[config.mk]
export PLATFORM = sky130hd
export DESIGN_NAME = fir_symmetric_mc
export DESIGN_NICKNAME = d
export VERILOG_FILES = /design/src/rtl/fir_symmetric_mc.sv
export SDC_FILE = /design/constraint.sdc
export NUM_CORES = 2
export LEC_CHECK = 0
export CORE_UTILIZATION = 30
export DETAILED_ROUTE_END_ITERATION = 8
export SETUP_SLACK_MARGIN = 0.02
export SLEW_MARGIN = 0
export SYNTH_ARGS = -nofsm -noshare
export SYNTH_HDL_FRONTEND = slang
export SYNTH_SLANG_ARGS = --single-unit
export TNS_END_PERCENT = 20
[constraint.sdc]
create_clock -name clk -period 27.8 [get_ports clk]
set_input_delay 2.78 -clock clk [delete_from_list [all_inputs] [get_ports clk]]
set_output_delay 2.78 -clock clk [all_outputs]
set_load 0.01 [all_outputs]
[src/rtl/fir_symmetric_mc.sv]
// Time-multiplexed symmetric FIR: one pre-adder and one multiplier iterate over
// the folded taps of each sample, and all channels share that datapath.
module fir_symmetric_mc #(
  parameter int N_TAPS      = 51,
  parameter int CHANNELS    = 2,
  parameter int DATA_WIDTH  = 16,
  parameter int COEFF_WIDTH = 16,
  parameter int FRAC_BITS   = 15,
  parameter int OUT_WIDTH   = 16,
  localparam int M   = (N_TAPS + 1) / 2,
  localparam int CHW = (CHANNELS > 1) ? $clog2(CHANNELS) : 1,
  localparam int AW  = (M > 1) ? $clog2(M) : 1
) (
  input  logic                   clk,
  input  logic                   rst,
  input  logic                   in_valid,
  output logic                   in_ready,
  input  logic [DATA_WIDTH-1:0]  in_data,
  input  logic [CHW-1:0]         in_chan,
  input  logic                   coef_we,
  input  logic [AW-1:0]          coef_addr,
  input  logic [COEFF_WIDTH-1:0] coef_data,
  output logic                   coef_err,
  output logic                   out_valid,
  output logic [OUT_WIDTH-1:0]   out_data,
  output logic [CHW-1:0]         out_chan,
  output logic                   out_sat,
  output logic [1:0]             dbg_state
);

  localparam int PW   = $clog2(N_TAPS);
  localparam int PRW  = DATA_WIDTH + COEFF_WIDTH + 1;
  localparam int ACCW = DATA_WIDTH + COEFF_WIDTH + 1 + $clog2(M);

  localparam logic [CHW:0]         CH_LIM   = (CHW + 1)'(CHANNELS);
  localparam logic [AW:0]          M_LIM    = (AW + 1)'(M);
  localparam logic [AW-1:0]        K_LAST   = AW'(M - 1);
  localparam logic [PW-1:0]        PTR_LAST = PW'(N_TAPS - 1);
  localparam logic [PW:0]          NT       = (PW + 1)'(N_TAPS);
  localparam logic [PW:0]          ONE      = (PW + 1)'(1);
  localparam logic signed [ACCW:0] RND      = (ACCW + 1)'(2 ** (FRAC_BITS - 1));
  localparam logic signed [ACCW:0] OMAX     = (ACCW + 1)'(2 ** (OUT_WIDTH - 1) - 1);
  localparam logic signed [ACCW:0] OMIN     = (ACCW + 1)'(-(2 ** (OUT_WIDTH - 1)));

  // in_valid/in_ready: a sample transfers on any rising edge where both are
  // high; in_ready is high exactly while the FSM is idle. Outputs have no
  // backpressure: out_valid is a single-cycle pulse the consumer must take.
  typedef enum logic [1:0] {
    S_IDLE = 2'd0,
    S_MAC  = 2'd1,
    S_OUT  = 2'd2
  } state_t;

  state_t                 state_q, state_d;
  logic [AW-1:0]          k_q, k_d;
  logic [PW-1:0]          cur_ptr_q, cur_ptr_d;
  logic [CHW-1:0]         cur_chan_q, cur_chan_d;
  logic signed [ACCW-1:0] acc_q, acc_d;
  logic                   out_valid_q, out_valid_d;
  logic [OUT_WIDTH-1:0]   out_data_q, out_data_d;
  logic [CHW-1:0]         out_chan_q, out_chan_d;
  logic                   out_sat_q, out_sat_d;
  logic                   coef_err_q, coef_err_d;

  logic [PW-1:0]                 wptr_q [CHANNELS];
  logic signed [DATA_WIDTH-1:0]  dl_q   [CHANNELS][N_TAPS];
  logic signed [COEFF_WIDTH-1:0] coef_q [M];

  logic                   sample_we, coef_ok;
  logic [PW-1:0]          wptr_nxt;
  logic [PW:0]            pe, ke, sum_b;
  logic [PW-1:0]          idx_a, idx_b;
  logic signed [DATA_WIDTH:0] xa_e, xb_e, pre;
  logic signed [PRW-1:0]  ca, pa, prod;
  logic signed [ACCW:0]   rsum, rsh;
  logic                   sat_hi, sat_lo;

  assign in_ready  = (state_q == S_IDLE);
  assign sample_we = in_ready && in_valid && ({1'b0, in_chan} < CH_LIM);
  assign coef_ok   = coef_we && in_ready && ({1'b0, coef_addr} < M_LIM);
  assign wptr_nxt  = (wptr_q[in_chan] == PTR_LAST) ? '0 : wptr_q[in_chan] + 1'b1;

  // Sample n sits at cur_ptr; x[n-k] is k slots behind it and its mirror
  // x[n-(N-1-k)] is k+1 slots ahead modulo N. At the centre tap both coincide.
  always_comb begin
    pe    = {1'b0, cur_ptr_q};
    ke    = (PW + 1)'(k_q);
    idx_a = (pe >= ke) ? PW'(pe - ke) : PW'(pe + NT - ke);
    sum_b = pe + ke + ONE;
    idx_b = (sum_b >= NT) ? PW'(sum_b - NT) : PW'(sum_b);
    xa_e  = {dl_q[cur_chan_q][idx_a][DATA_WIDTH-1], dl_q[cur_chan_q][idx_a]};
    xb_e  = {dl_q[cur_chan_q][idx_b][DATA_WIDTH-1], dl_q[cur_chan_q][idx_b]};
    pre   = (k_q == K_LAST) ? xa_e : xa_e + xb_e;
    ca    = PRW'(coef_q[k_q]);
    pa    = PRW'(pre);
    prod  = ca * pa;
    rsum  = $signed({acc_q[ACCW-1], acc_q}) + RND;
    rsh   = rsum >>> FRAC_BITS;
    sat_hi = (rsh > OMAX);
    sat_lo = (rsh < OMIN);
  end

  always_comb begin
    state_d     = state_q;
    k_d         = k_q;
    acc_d       = acc_q;
    cur_ptr_d   = cur_ptr_q;
    cur_chan_d  = cur_chan_q;
    out_valid_d = 1'b0;
    out_data_d  = out_data_q;
    out_chan_d  = out_chan_q;
    out_sat_d   = out_sat_q;
    coef_err_d  = coef_we && !coef_ok;
    case (state_q)
      S_IDLE: begin
        if (sample_we) begin
          state_d    = S_MAC;
          k_d        = '0;
          acc_d      = '0;
          cur_ptr_d  = wptr_q[in_chan];
          cur_chan_d = in_chan;
        end
      end
      S_MAC: begin
        acc_d = acc_q + ACCW'(prod);
        if (k_q == K_LAST) state_d = S_OUT;
        else               k_d     = k_q + 1'b1;
      end
      S_OUT: begin
        state_d     = S_IDLE;
        out_valid_d = 1'b1;
        out_chan_d  = cur_chan_q;
        out_sat_d   = sat_hi || sat_lo;
        if (sat_hi)      out_data_d = OUT_WIDTH'(OMAX);
        else if (sat_lo) out_data_d = OUT_WIDTH'(OMIN);
        else             out_data_d = OUT_WIDTH'(rsh);
      end
      default: state_d = S_IDLE;
    endcase
  end

  always_ff @(posedge clk) begin
    if (rst) begin
      state_q     <= S_IDLE;
      k_q         <= '0;
      cur_ptr_q   <= '0;
      cur_chan_q  <= '0;
      acc_q       <= '0;
      out_valid_q <= 1'b0;
      out_data_q  <= '0;
      out_chan_q  <= '0;
      out_sat_q   <= 1'b0;
      coef_err_q  <= 1'b0;
      for (int c = 0; c < CHANNELS; c++) begin
        wptr_q[c] <= '0;
        for (int i = 0; i < N_TAPS; i++) dl_q[c][i] <= '0;
      end
      for (int k = 0; k < M; k++) coef_q[k] <= '0;
    end else begin
      state_q     <= state_d;
      k_q         <= k_d;
      cur_ptr_q   <= cur_ptr_d;
      cur_chan_q  <= cur_chan_d;
      acc_q       <= acc_d;
      out_valid_q <= out_valid_d;
      out_data_q  <= out_data_d;
      out_chan_q  <= out_chan_d;
      out_sat_q   <= out_sat_d;
      coef_err_q  <= coef_err_d;
      if (sample_we) begin
        dl_q[in_chan][wptr_q[in_chan]] <= in_data;
        wptr_q[in_chan]                <= wptr_nxt;
      end
      if (coef_ok) coef_q[coef_addr] <= coef_data;
    end
  end

  assign out_valid = out_valid_q;
  assign out_data  = out_data_q;
  assign out_chan  = out_chan_q;
  assign out_sat   = out_sat_q;
  assign coef_err  = coef_err_q;
  assign dbg_state = state_q;

endmodule

* Word-level counts from Yosys, hierarchy flattened
Memories as Yosys holds them, arrays and structs flattened. A register that Yosys moved wholly into a read port is not among the register bits. Index checks and enable logic that the tools add are counted.
Word-level totals: register bits after elaboration 72, bits in writable memories 2060, input port bits 42, output and inout port bits 23, logic and storage cells 105, memories 3
Memory list:
- dl_q | words 2, bits a word 816, read ports 1, clocked after Yosys merged registers in 1, wr ports 2, RTL line 66 | logic signed [DATA_WIDTH-1:0] dl_q [CHANNELS][N_TAPS];
- coef_q | words 26, bits a word 16, read ports 1, clocked after Yosys merged registers in 1, wr ports 26, RTL line 67 | logic signed [COEFF_WIDTH-1:0] coef_q [M];
- wptr_q | words 2, bits a word 6, read ports 1, clocked after Yosys merged registers in 0, wr ports 2, RTL line 65 | logic [PW-1:0] wptr_q [CHANNELS];
Operators by class: add/subtract/negate cells 11, multiply operators 1, $lt $le $gt $ge 9, equality and inequality tests 7, muxes and demuxes 45, bitwise gates (word level) 3, reduce and logical (&&, ||, !) cells 16
Operators by type and width (count):
- $mux 816 | 3
- $reduce_or 816->1 | 1
- $bmux 16 s6 | 2
- $mux 16 | 8
- $demux 16 s6 | 1
- $pmux 38 s2 | 1
- $add 38x16->39 const B | 1
- $add 38x33->38 | 1
- $mux 38 | 1
- $mul 16x17->33 | 1
- $mux 5 | 5
- $gt 24x16->1 const B | 1
- $lt 24x16->1 const B | 1
- $mux 6 | 4
- $ge 7x7->1 const B | 3
- $not 6->7 | 3
- $add 16x16->17 | 1
- $mux 17 | 1
- $reduce_or 16->1 | 1
- $mux 1 | 15
- $sub 6x5->6 | 2
- $pmux 5 s2 | 1
- $add 6x5->7 | 1
- $add 7x1->7 const B | 1
- 24 further kinds | 32

* Longest topological paths before layout
word-level depth 13, depth in mapped cells 57, mapped depth without buffers 50

* Worst setup path before layout
No wires, ideal clock.
path type flip-flop to flip-flop, from register k_q[0], to register acc_q[37], setup time 0.131 ns, data arrival time 12.451 ns, data required time 27.669 ns, slack 15.218 ns, cell stages (with the launch flop) 51, buffers on the path 6, clock period less this slack 12.582 ns, path through dfxtp_1 > inv_1 > ha_1 > clkinv_1 > clkbuf_1 > clkbuf_1 > clkbuf_1 > ha_1 > or4_4 > a21o_1 > buf_2 > nand2_1 > buf_2 > buf_4 > mux4_2 > o21ai_0 > nor3_1 > o211ai_1 > [15 not listed] > fa_1 > fa_1 > fa_1 > inv_1 > fa_1 > inv_1 > fa_1 > inv_1 > ha_1 > nand4_1 > o221ai_1 > a211oi_1 > a21boi_0 > o31a_1 > o21ai_0 > o21ai_0 > a2111oi_2 > nand3_1
On the way: word-level cells in the longest chain between the ends 13, elaborated cells on any way between the ends 23, those cells by class add/sub (7); mul (1); order compare (2); eq/ne (1); mux (10); bitwise (2)
Ends and longest elaborated chain:
- from (decl) | RTL line 55 | logic [AW-1:0] k_q, k_d;
- from (signal assigned) | RTL line 161 | k_q <= k_d;
- $add 6x5->7 | RTL line 89 | sum_b = pe + ke + ONE;
- $add 7x1->7 | RTL line 89
- $sub 6x6->6 / $ge 7x6->1 (equally long branches) | RTL line 90 | idx_b = (sum_b >= NT) ? PW'(sum_b - NT) : PW'(sum_b);
- $mux 6 | RTL line 90
- $not 6->7 (implied by the code) | RTL line 92 | xb_e = {dl_q[cur_chan_q][idx_b][DATA_WIDTH-1], dl_q[cur_chan_q][idx_b]};
- $bmux 16 s6 | RTL line 92
- $mux 16 (implied by the code) (2 in a row) | RTL line 92
- $add 16x16->17 | RTL line 93 | pre = (k_q == K_LAST) ? xa_e : xa_e + xb_e;
- $mux 17 * | RTL line 93
- $mul 16x17->33 * | RTL line 96 | prod = ca * pa;
- $add 38x33->38 * | RTL line 125 | acc_d = acc_q + ACCW'(prod);
- $pmux 38 s2 * | RTL line 114 | case (state_q)
- to (signal assigned) | RTL line 148 | acc_q <= '0;
- to (signal assigned) | RTL line 164 | acc_q <= acc_d;
- to (decl) | RTL line 58 | logic signed [ACCW-1:0] acc_q, acc_d;
Every way passes the cells marked *; elsewhere a longest branch is shown, timed or not. The select of a mux whose other input is x is not followed. A chain may end at the register's enable or synchronous reset.

* Worst setup path after layout
Same ends and word-level chain as after synthesis.

==> flow_summary.toml <==
[detailed_routing]
drt_iter0_drc = 12700
vias_per_cell = 5.63
vias = 87900
wl_per_cell_um = 29.9
first_pass_iters = 9
drc = 0
wl_um = 468000
ant_nets = 0

[final_layout]
final_cell_mix = "2156 x edfxtp_1, 1265 x and2_1, 781 x nand2_1, 733 x mux4_2, 506 x mux2i_1"
syn_to_final_growth_pct = 12.4
layout-drive-gt1-share_pct = 18.2
regArea_um2 = 66300
fin_nets = 10300
multiInputGateArea_um2 = 57700
final_common_cell = "edfxtp_1"
final_cell_area_um2 = 144000
fill_cells = 41100

[clocking]
clock_latency_ns = 0.99
post_cts_buffers = 0
post_cts_resize_count = 0
ctsRootBufferMaster = "clkbuf_16"
clk_path_buf_depth = 4
cts_htree_levels = 4
cts.sinks = 2234
hold_buffers = 0
cts_made_buffers = 238
clk_pin_slew_ns = 0.07
cts_tree = "done"

[timing]
fin_crit_ns = 17.97
slew_violations = 0
hold_slack_ns = 0.481
rsz0062_at_grt = "no"
setup_ws_ns = 9.83
max_freq_mhz = 55.7
slew_headroom_pct = 4.15
finalSetupTns_ns = 0
fin_skew_ns = 0.183
worstMarginPinSlew_ns = 1.43
hold_viol_final = 0
fin_crit_sh_pct = 64.6
setup_viol = 0

[synthesis]
yosysSeqAreaShare_pct = 51.8
synth_area_leader_cell = "edfxtp_1"
synth_edf_count = 2156
syn_inst = 9742
syn_area_um2 = 128000
synth_top_area_share_pct = 50.5
synth_cell_types = 103
synthTopCellsByArea = "edfxtp_1 51%, mux4_2 13%, and2_1 6.2%, fa_1 5.3%, mux2i_1 4.0%"
ys_ff_latch = 2234
syn_area_per_cell_um2 = 13.1
synthArstFlopShare_pct = 0
yosysWarnings = 0
synth_flop_cell = "edfxtp_1"

[worst_setup_path]
worstPathArrival_ns = 18.75
required_ns = 28.58
critPathSlowestCell = "fa_4"
cp-start-kind = "flip-flop"
crit_path_max_fanout = 112
critPathMaxStageDelay_ns = 1.17
end_kind = "flip-flop"
critical_path_class = "reg -> reg"

[placement]
io_buffer_count = 64
dpl_cell_area_um2 = 136000
place_worst_setup_slack_ns = 10.37
hpwl_um = 296000
gp_congestion = 0.999

[worst_hold_path]
min_path_type = "reg -> reg"

[global_route]
antenna_found_initial = 38
grt_usage_pct = 21.3
grt_pass1_vias = 86300
grt_max_degree = 113
grt_overflow_total = 0
grt_pass1_wl_um = 654000

[flow_run]
max_cap_violations = 0

[die]
die_h_um = 655
die-area_um2 = 430000
die_width_um = 655
core-area_um2 = 424000
io_pins = 65
rows = 239
start_util_pct = 30.2

[outcome]
status = "finished, final reports clean"
synthesized netlist by cell type (66+ instances only):
cell,number
nand3_1,250
mux2_2,66
a211oi_1,96
fa_1,340
nor2b_1,82
buf_2,185
and2_1,1266
mux2i_1,515
inv_1,461
nand2b_1,72
mux4_2,733
nor3_1,97
o21ai_0,137
nor2_1,497
ha_1,149
or2_2,121
clkbuf_1,418
edfxtp_1,2156
nand2_1,783
a21oi_1,286
dfxtp_1,78
buf_4,78
registers in the layout, summed over array words and instances, names as in the netlist, named ones only:
register and count:
k_q 5, dbg_state 2, out_valid 1, acc_q 38, cur_chan_q 1, coef_err 1, coef_q 512, wptr_q 12
cur_ptr_q 6, out_data 16, out_chan 1, dl_q 1632, out_sat 1
cells by family (layout without fill, tap and decap cells):
logic type / Yosys count / after routing / synth area share [%]
AO/OA/AOI/OAI: 1075 / 1075 / 5.75
XOR/XNOR: 83 / 83 / 0.588
adder cells (fa/ha/maj): 489 / 489 / 6.77
buffers and inverters: 1204 / 1314 / 4.05
flip-flops: 2234 / 2234 / 51.8
multiplexers: 1318 / 1318 / 17.5
other: 1 / 117 / 0.00293
AND/OR/NAND/NOR: 3338 / 3338 / 13.5
layer usage:
| layer | track usage [%] | share of wire, % | routed length [µm] | vias to the layer above |
|---|---|---|---|---|
| met2 | 33.2 | 45 | 210000 | 5549 |
| li1 | - | - | - | 36000 |
| met1 | 26.5 | 37 | 171000 | 45100 |
| met4 | 12.5 | 7.1 | 33300 | 22 |
| met5 | 0 | 0.038 | 179 | - |
| met3 | 5.70 | 12 | 53900 | 1359 |
per-stage QoR:
step / instances / util [%]
detailed placement: 15200 / 32.1
global route: 15600 / 33.9
global placement: 15200 / 32.1
CTS: 15600 / 33.9
finish: 15600 / 33.9
floorplan: 9837 / -
final timing paths:
check,startpoint,endpoint,cells after the start,slack (ns)
min,out_chan,out_chan,2,0.48
max,k_q[0],acc_q[37],49,9.83
min reg2reg,out_chan,out_chan,2,0.48
max reg2reg,k_q[0],acc_q[37],49,9.83
worst max-delay path: cells and delay by family (launching register included):
family          cells  cell delay [ns]
compound gates     19             6.32
fa+ha+maj          12             5.88
buf+inv            10             2.59
flops               1             0.45
mux                 2             0.50
simple gates        6             1.73
final cells by class:
type                            instances  share of cell area (%)
Inverter                              464                    1.21
Multi-Input combinational cell       6399                    40.1
Antenna cell                           21                  0.0365
Timing Repair Buffer                  420                    2.34
Clock inverter                        142                   0.981
Clock buffer                          288                    4.36
Sequential cell                      2234                    46.1
Tap cell                             5663                    4.92
Power is not shown: default switching activity piles up to over one toggle a cycle in this logic, so the estimate is an artifact.
